`src/rtl/switch_set_sched.sv`:
```
// rtl/switch_set_sched.sv - switch_set sequencer for a column of 2x2 coefficient switches
module switch_set_sched #(
    parameter int NUM_SW  = 4,
    parameter int CNT_W   = 10,
    parameter int STAGE_W = 4
) (
    input  logic               clk,
    input  logic               rst_n,
    input  logic               cfg_valid,
    output logic               cfg_ready,
    input  logic [STAGE_W-1:0] cfg_stage,
    input  logic [CNT_W:0]     cfg_beats,
    input  logic [1:0]         cfg_mode,
    input  logic               s_valid,
    output logic [NUM_SW-1:0]  sw_set,
    output logic               m_valid,
    output logic               m_last,
    output logic               busy,
    output logic               done,
    output logic               err
);

    typedef enum logic [1:0] {
        S_IDLE  = 2'd0,
        S_RUN   = 2'd1,
        S_DRAIN = 2'd2
    } state_t;

    state_t              state_q, state_d;
    logic [STAGE_W-1:0]  stage_q, stage_d;
    logic [CNT_W:0]      beats_q, beats_d;
    logic [1:0]          mode_q, mode_d;
    logic [CNT_W-1:0]    beat_idx_q, beat_idx_d;
    logic [NUM_SW-1:0]   sw_set_q, sw_set_d;
    logic                err_q, err_d;
    logic [2:0]          vld_q;
    logic [2:0]          lst_q;

    logic                beat_fire;
    logic                last_beat;
    logic [CNT_W-1:0]    idx_shifted;
    logic                idx_bit;
    logic [NUM_SW-1:0]   swap_vec;

    // Swap pattern for the current beat index; a shift past CNT_W yields 0,
    // which covers out-of-range stages without a separate compare.
    always_comb begin
        idx_shifted = beat_idx_q >> stage_q;
        idx_bit     = idx_shifted[0];
        swap_vec    = '0;
        for (int k = 0; k < NUM_SW; k++) begin
            case (mode_q)
                2'b00:   swap_vec[k] = 1'b0;
                2'b01:   swap_vec[k] = idx_bit;
                2'b10:   swap_vec[k] = 1'b1;
                default: swap_vec[k] = idx_bit ^ (k % 2 == 1);
            endcase
        end
    end

    // Next-state logic: config acceptance, beat counting, drain and error flagging.
    always_comb begin
        state_d    = state_q;
        stage_d    = stage_q;
        beats_d    = beats_q;
        mode_d     = mode_q;
        beat_idx_d = beat_idx_q;
        sw_set_d   = sw_set_q;
        err_d      = err_q;
        beat_fire  = 1'b0;
        last_beat  = 1'b0;
        case (state_q)
            S_IDLE: begin
                if (cfg_valid) begin
                    if (cfg_beats == '0) begin
                        err_d = 1'b1;
                    end else begin
                        stage_d    = cfg_stage;
                        beats_d    = cfg_beats;
                        mode_d     = cfg_mode;
                        beat_idx_d = '0;
                        err_d      = 1'b0;
                        state_d    = S_RUN;
                    end
                end
                if (s_valid) begin
                    err_d = 1'b1;
                end
            end
            S_RUN: begin
                if (s_valid) begin
                    beat_fire = 1'b1;
                    sw_set_d  = swap_vec;
                    // Counter stops on the last beat, so a full 2^CNT_W pass never wraps.
                    if ({1'b0, beat_idx_q} == beats_q - (CNT_W+1)'(1)) begin
                        last_beat = 1'b1;
                        state_d   = S_DRAIN;
                    end else begin
                        beat_idx_d = beat_idx_q + CNT_W'(1);
                    end
                end
            end
            S_DRAIN: begin
                if (s_valid) begin
                    err_d = 1'b1;
                end
                if (vld_q[2] && lst_q[2]) begin
                    state_d = S_IDLE;
                end
            end
            default: state_d = S_IDLE;
        endcase
    end

    // State, configuration and switch-control registers.
    always_ff @(posedge clk or negedge rst_n) begin
        if (!rst_n) begin
            state_q    <= S_IDLE;
            stage_q    <= '0;
            beats_q    <= '0;
            mode_q     <= '0;
            beat_idx_q <= '0;
            sw_set_q   <= '0;
            err_q      <= 1'b0;
        end else begin
            state_q    <= state_d;
            stage_q    <= stage_d;
            beats_q    <= beats_d;
            mode_q     <= mode_d;
            beat_idx_q <= beat_idx_d;
            sw_set_q   <= sw_set_d;
            err_q      <= err_d;
        end
    end

    // Valid/last shadow of the 3-cycle switch pipeline.
    always_ff @(posedge clk or negedge rst_n) begin
        if (!rst_n) begin
            vld_q <= '0;
            lst_q <= '0;
        end else begin
            vld_q <= {vld_q[1:0], beat_fire};
            lst_q <= {lst_q[1:0], last_beat};
        end
    end

    assign cfg_ready = (state_q == S_IDLE);
    assign busy      = (state_q != S_IDLE);
    assign sw_set    = sw_set_q;
    assign m_valid   = vld_q[2];
    assign m_last    = vld_q[2] & lst_q[2];
    assign done      = vld_q[2] & lst_q[2];
    assign err       = err_q;

endmodule
```
`config.mk`:
```
export PLATFORM = sky130hd
export DESIGN_NAME = switch_set_sched
export DESIGN_NICKNAME = d
export VERILOG_FILES = /design/src/rtl/switch_set_sched.sv
export SDC_FILE = /design/constraint.sdc
export NUM_CORES = 1
export LEC_CHECK = 0
export ABC_CLOCK_PERIOD_IN_PS = 3650
export BUFFER_PORTS_ARGS = -buffer_cell sky130_fd_sc_hd__buf_2
export CAP_MARGIN = 20
export CELL_PAD_IN_SITES_DETAIL_PLACEMENT = 1
export CELL_PAD_IN_SITES_GLOBAL_PLACEMENT = 2
export CORE_MARGIN = 8
export CORE_UTILIZATION = 30
export DETAILED_ROUTE_END_ITERATION = 8
export HOLD_SLACK_MARGIN = 0.05
export PLACE_DENSITY_LB_ADDON = 0.1
export SLEW_MARGIN = 25
export SYNTH_ARGS = -nofsm -noshare
export SYNTH_HDL_FRONTEND = slang
export SYNTH_SLANG_ARGS = --single-unit
```
`constraint.sdc`:
```
create_clock -name clk -period 3.65 [get_ports clk]
set_clock_uncertainty 0.15 [all_clocks]
set_input_delay 0.73 -clock clk [delete_from_list [all_inputs] [get_ports clk]]
set_output_delay 0.73 -clock clk [all_outputs]
set_load 0.05 [all_outputs]
```
==> results.toml, run 1 <==
[status]
status = "complete, no violations"

[global_routing]
grt_max_degree = 39
grt_pass1_wl_um = 9597
grt_pass1_vias = 1906
grt_antenna_before_repair = 0
grt_util_all_layers = 0.1192
grt-ovfl-total = 0

[routing]
antenna_left = 0
wirelength_um = 5618
vias = 1761
drt-wirelength-per-cell_um = 16.43
first_iter_violations = 39
first_pass_iters = 6
via_per_inst = 5.149
drcViolationCount = 0

[synth]
yosysTopAreaCellShare = 0.4476
synthMuxAreaShare = 0.09305
syn-num-nets = 243
yosysSeqAreaShare = 0.4476
synthAdderAreaFrac = 0.01178
syn-cell-area_um2 = 2125
netlist_instances = 220
synth_top_family_by_area = "simple AND/OR/NAND/NOR gates"
avgSynthCellArea_um2 = 9.657
ys_warn_count = 0
synth-main-ff-cell = "dfrtp_1"
synthXorXnorAreaFrac = 0.02886
synth_compound_area_frac = 0.1549
synth-async-reset-ratio = 1.000
synth-simple-area-share = 0.2020
ys_ff_latch = 38
synth_top_area_cell = "dfrtp_1"
ys_types = 46
synth_edf_count = 0
synth_area_leaders = "dfrtp_1, mux2_2, nand2_1"

[layout]
nNetsFinal = 268
area_growth_pct = 14.02
final_cell_mix = "dfrtp_1, buf_2, nand2_1"
ff_latch_area_um2 = 950.9
postLayoutCellArea_um2 = 2422
nFillCells = 816
layout_commonest_cell = "dfrtp_1"
drive_gt1_frac = 0.2236
antenna_cells = 0
multi_input_area_um2 = 1042
fin_util = 0.3546

[sta]
max_freq_mhz = 306.5
finalHoldViolCount = 0
slew_violations = 0
layout_min_cycle_time_ns = 3.262
setup_violations = 0
tightest_slew_ns = 0.8676
rsz0062_at_grt = "false"
setup_tns_ns = 0
relSlewSlack = 0.4216
fin_crit_sh = 0.8938
worst_hold_slack_ns = 0.2044

[clock_network]
clock-sinks = 38
cts.clk_slew.worst_paths_ns = 0.08
htree_levels = 2
cts_tree = "built"
post_cts_resized = 0
cts_buffers = 5
cts_hold_buf = 0
post_cts_buffers = 0
clock_latency_ns = 0.29
cts_root_buf = "clkbuf_8"
cts_buffer_depth = 2

[setup_path]
critPathArrivalTime_ns = 3.33
endpoint_kind = "flip-flop"
critPathRequiredTime_ns = 3.71
worstPathMaxFanout = 19
crit_type = "flip-flop to flip-flop"
startpoint_type = "flip-flop"

[placed_design]
gp_congestion = 0.7547
placed_area_um2 = 2327
dp_hpwl_um = 4318
numPortBuffers = 30

[die]
start_util = 0.3110
design.portCount = 31
rows = 30
core-area_um2 = 6832
die_w_um = 100.2
dieArea_um2 = 10030
die_y_um = 100.2

[flow_run]
drv_cap = 0

[power_and_ir_drop]
ir_worst_vdd_v = 0.0001873
power_w = 0.0007465
power_leakage_nw = 1.071
power_density_nw_per_um2 = 308.2

[worst_hold_path]
min_path_type = "flip-flop to flip-flop"
## layout make-up
type,count,share of cell area
clock buffers,6,0.03409
flip-flops and latches,38,0.3926
well taps,96,0.04959
inverters,13,0.02014
multi-input cells,155,0.4303
clock inverters,2,0.005165
repair buffers,32,0.06818
## cells in the mapped netlist (all sizes together), types with 2 or more instances
cell	number
ha	2
mux2i	4
and2	3
nand3	9
nand2	23
nor2	8
nor4	7
nand2b	2
a31oi	5
o211ai	2
nor2b	4
and3	2
or4	5
a21oi	10
dfrtp	38
o311ai	2
nor4b	2
buf	8
nor3	5
xnor2	4
or3	5
mux2	12
xor2	3
inv	13
o31ai	5
a21o	2
clkbuf	6
o21ai	12
o2111ai	3
## metrics by stage
step	setup WS, ns	std cells
4_1_cts	0.3658	342
3_5_place_dp	0.3985	334
6_report	0.3878	342
5_1_grt	0.1146	342
3_3_place_gp	0.4704	334
2_1_floorplan	0.7579	220
## power breakdown
part	leakage [nW]	switching, W	internal [W]
clock network	0.0472	0.000152	0.000152
logic	0.529	0.0000135	0.00000819
registers	0.495	0.0000000000000000000378	0.000421
## worst paths after layout
kind / from / end / slack [ns] / cells past startpoint
setup / recovery: beats_q[0] / beat_idx_q[6] / 0.39 / 9
min in group asynchronous: rst_n / beat_idx_q[9] / 0.39 / 1
setup reg to reg: beats_q[0] / beat_idx_q[6] / 0.39 / 9
hold / removal: vld_q[1] / vld_q[2] / 0.20 / 0
max in group asynchronous: rst_n / lst_q[2] / 2.40 / 1
hold reg to reg: vld_q[1] / vld_q[2] / 0.20 / 0
## worst max-delay path: stages, from the launching register on
cell	delay, ns
dfrtp_1	0.44
inv_1	0.10
ha_1	0.27
or4b_2	0.65
o2111ai_1	0.20
o2111ai_1	0.15
and4b_1	0.20
o311a_1	0.30
or4_1	0.57
a21oi_1	0.16
## kinds of logic after synthesis
family	count (synthesis)
compound gates	49
fa+ha+maj	2
simple gates	80
mux	17
flops	38
xor+xnor	7
buf+inv	27
## flip-flops by register name (all words and copies together) (netlist names)
register / cells
vld_q: 3
err: 1
mode_q: 2
stage_q: 4
beats_q: 11
sw_set: 2
state_q: 2
lst_q: 3
beat_idx_q: 10
## routing by layer
layer | up-vias | track usage | wire (µm)
met5 | - | 0 | 0
li1 | 850 | - | -
met3 | 4 | 0.02284 | 91
met4 | 0 | 0.03140 | 48
met1 | 887 | 0.1457 | 2568
met2 | 20 | 0.2077 | 2909
Power figures use the tool's default switching activity.
==> run 2: changes to the inputs <==
- ABC_AREA: not set -> 1
==> results.toml, run 2 <==
[synth]
netlist_instances = 317
ys_ff_latch = 38
synth_area_leaders = "dfrtp_1, nand2_1, inv_1"
syn-cell-area_um2 = 2282
avgSynthCellArea_um2 = 7.199
ys_warn_count = 0
synth_top_area_cell = "dfrtp_1"
yosysTopAreaCellShare = 0.4167
ys_types = 33
syn-num-nets = 340
synth-async-reset-ratio = 1.000
synth-main-ff-cell = "dfrtp_1"
yosysMostFrequentCell = "nand2_1"
synth_edf_count = 0
yosysSeqAreaShare = 0.4167
yosys-top-cells-count = "nand2_1, inv_1, dfrtp_1"

[clock_network]
cts.clk_slew.worst_paths_ns = 0.09
cts_buffers = 5
post_cts_buffers = 0
cts_buffer_depth = 2
cts_tree = "built"
post_cts_resized = 0
clock-sinks = 38
cts_root_buf = "clkbuf_8"
clock_latency_ns = 0.30
cts_hold_buf = 0
htree_levels = 2

[global_routing]
grt_antenna_before_repair = 0
grt_max_degree = 39
grt_pass1_wl_um = 10920
grt-ovfl-total = 0
grt_util_all_layers = 0.1319
grt_pass1_vias = 2127

[power_and_ir_drop]
power_leakage_nw = 1.355
power_density_nw_per_um2 = 815.0
ir_worst_vdd_v = 0.0002103
power_w = 0.002147

[layout]
antenna_cells = 0
top_register = "beats_q"
layout_commonest_cell = "nand2_1"
instances_no_fill = 447
drive_gt1_frac = 0.1594
nFillCells = 965
area_growth_pct = 15.41
largestRegisters = "beats_q (11), beat_idx_q (10), stage_q (4)"
final_cell_mix = "nand2_1, inv_1, dfrtp_1"
largest_reg_flops = 11
nNetsFinal = 367
fin_util = 0.3480

[sta]
finalHoldViolCount = 0
slew_violations = 0
layout_min_cycle_time_ns = 2.459
relSlewSlack = 0.4009
tightest_slew_ns = 0.8986
rsz0062_at_grt = "false"
setup_tns_ns = 0
worst_hold_slack_ns = 0.2143
max_freq_mhz = 406.7
fin_crit_sh = 0.6737
setup_violations = 0

[setup_path]
worstPathMaxFanout = 11
critPathArrivalTime_ns = 2.55
crit_type = "flip-flop to flip-flop"
r2r-start = "beats_q[0]"
endpoint_kind = "flip-flop"
regToRegEndpoint = "beat_idx_q[9]"
rrSetupSlack_ns = 1.19
rr_worst_depth = 12
critPathRequiredTime_ns = 3.74
startpoint_type = "flip-flop"

[die]
die_w_um = 103.2
die_y_um = 103.2
rows = 32
core-area_um2 = 7567
start_util = 0.3016
design.portCount = 31
dieArea_um2 = 10650

[routing]
antenna_left = 0
first_iter_violations = 83
drt-wirelength-per-cell_um = 14.05
vias = 2024
first_pass_iters = 4
wirelength_um = 6282
via_per_inst = 4.528
drcViolationCount = 0

[status]
status = "complete, no violations"

[worst_hold_path]
min_to = "lst_q[2]"
hold_start = "lst_q[1]"
min_path_type = "flip-flop to flip-flop"
min_path_cells = 0

[flow_run]
drv_cap = 0

[placed_design]
gp_congestion = 0.7489
dp_hpwl_um = 4895
placed_cells = 439
numPortBuffers = 30
[run 2: cell types whose count changed after synthesis, sizes merged, moves of 6 or more]
cell | before | now
inv | 13 | 50
mux2 | 12 | 0
nand2 | 23 | 95
nand3 | 9 | 17
nand4 | 1 | 13
nor2 | 8 | 34
nor4 | 7 | 0
o21ai | 12 | 28
xor2 | 3 | 9
[run 2: final cells by class]
cell class / instances / area [µm²] / area share
clock inverters: 3 / 68.82 / 0.02613
well taps: 102 / 127.6 / 0.04846
repair buffers: 30 / 150.1 / 0.05701
clock buffers: 5 / 68.82 / 0.02613
inverters: 51 / 191.4 / 0.07268
flip-flops and latches: 38 / 950.9 / 0.3610
multi-input cells: 218 / 1076 / 0.4085
[run 2: power by group]
group          switching [W]  internal, W  total, W
Clock               0.000170     0.000274  0.000445
Combinational       0.000697     0.000296  0.000994
Sequential          0.000147     0.000562  0.000708
[run 2: how the worst max path moves through the flow]
stage,start,to,slack (ns),cells past startpoint
after detailed placement,cfg_beats[7],stage_q[1],0.95,9
after global routing,beats_q[0],beat_idx_q[1],0.93,12
after CTS,beats_q[0],beat_idx_q[9],1.13,12
final,beats_q[0],beat_idx_q[9],1.19,12
after floorplan,state_q[1],stage_q[0],1.06,7
after global placement,cfg_beats[10],stage_q[2],1.06,9
[run 2: kinds of logic (layout without fill, tap and decap cells)]
family | count (synthesis) | count (layout) | synth area share
adders and majority gates | 2 | 2 | 0.01096
xor gates and xnor gates | 11 | 11 | 0.04222
buffers and inverters | 61 | 89 | 0.1118
AOI/OAI and AO/OA | 40 | 40 | 0.09540
DFF | 38 | 38 | 0.4167
and+or+nand+nor | 165 | 165 | 0.3229
[run 2: worst max-delay path, stage by stage (launching register included)]
cell     delay [ns]
dfrtp_1        0.41
inv_1          0.14
ha_1           0.24
nand2_2        0.13
nor2_4         0.13
nand2_1        0.06
nand2_1        0.08
nand2_2        0.05
nor2_2         0.20
nand4_2        0.33
nand3_2        0.33
nand2_1        0.09
nand2_1        0.06
[run 2: metal layers]
metal,track usage,part of all wire
met5,0,0
met4,0.03671,0.0096
met3,0.02209,0.017
met2,0.1995,0.45
met1,0.1879,0.52
[run 2: per-stage QoR]
step | instance area (µm²) | setup WS (ns)
floorplan | 2282 | 1.061
finish | 2634 | 1.191
global placement | 2496 | 1.055
CTS | 2634 | 1.129
global route | 2634 | 0.9320
detailed placement | 2496 | 0.9519
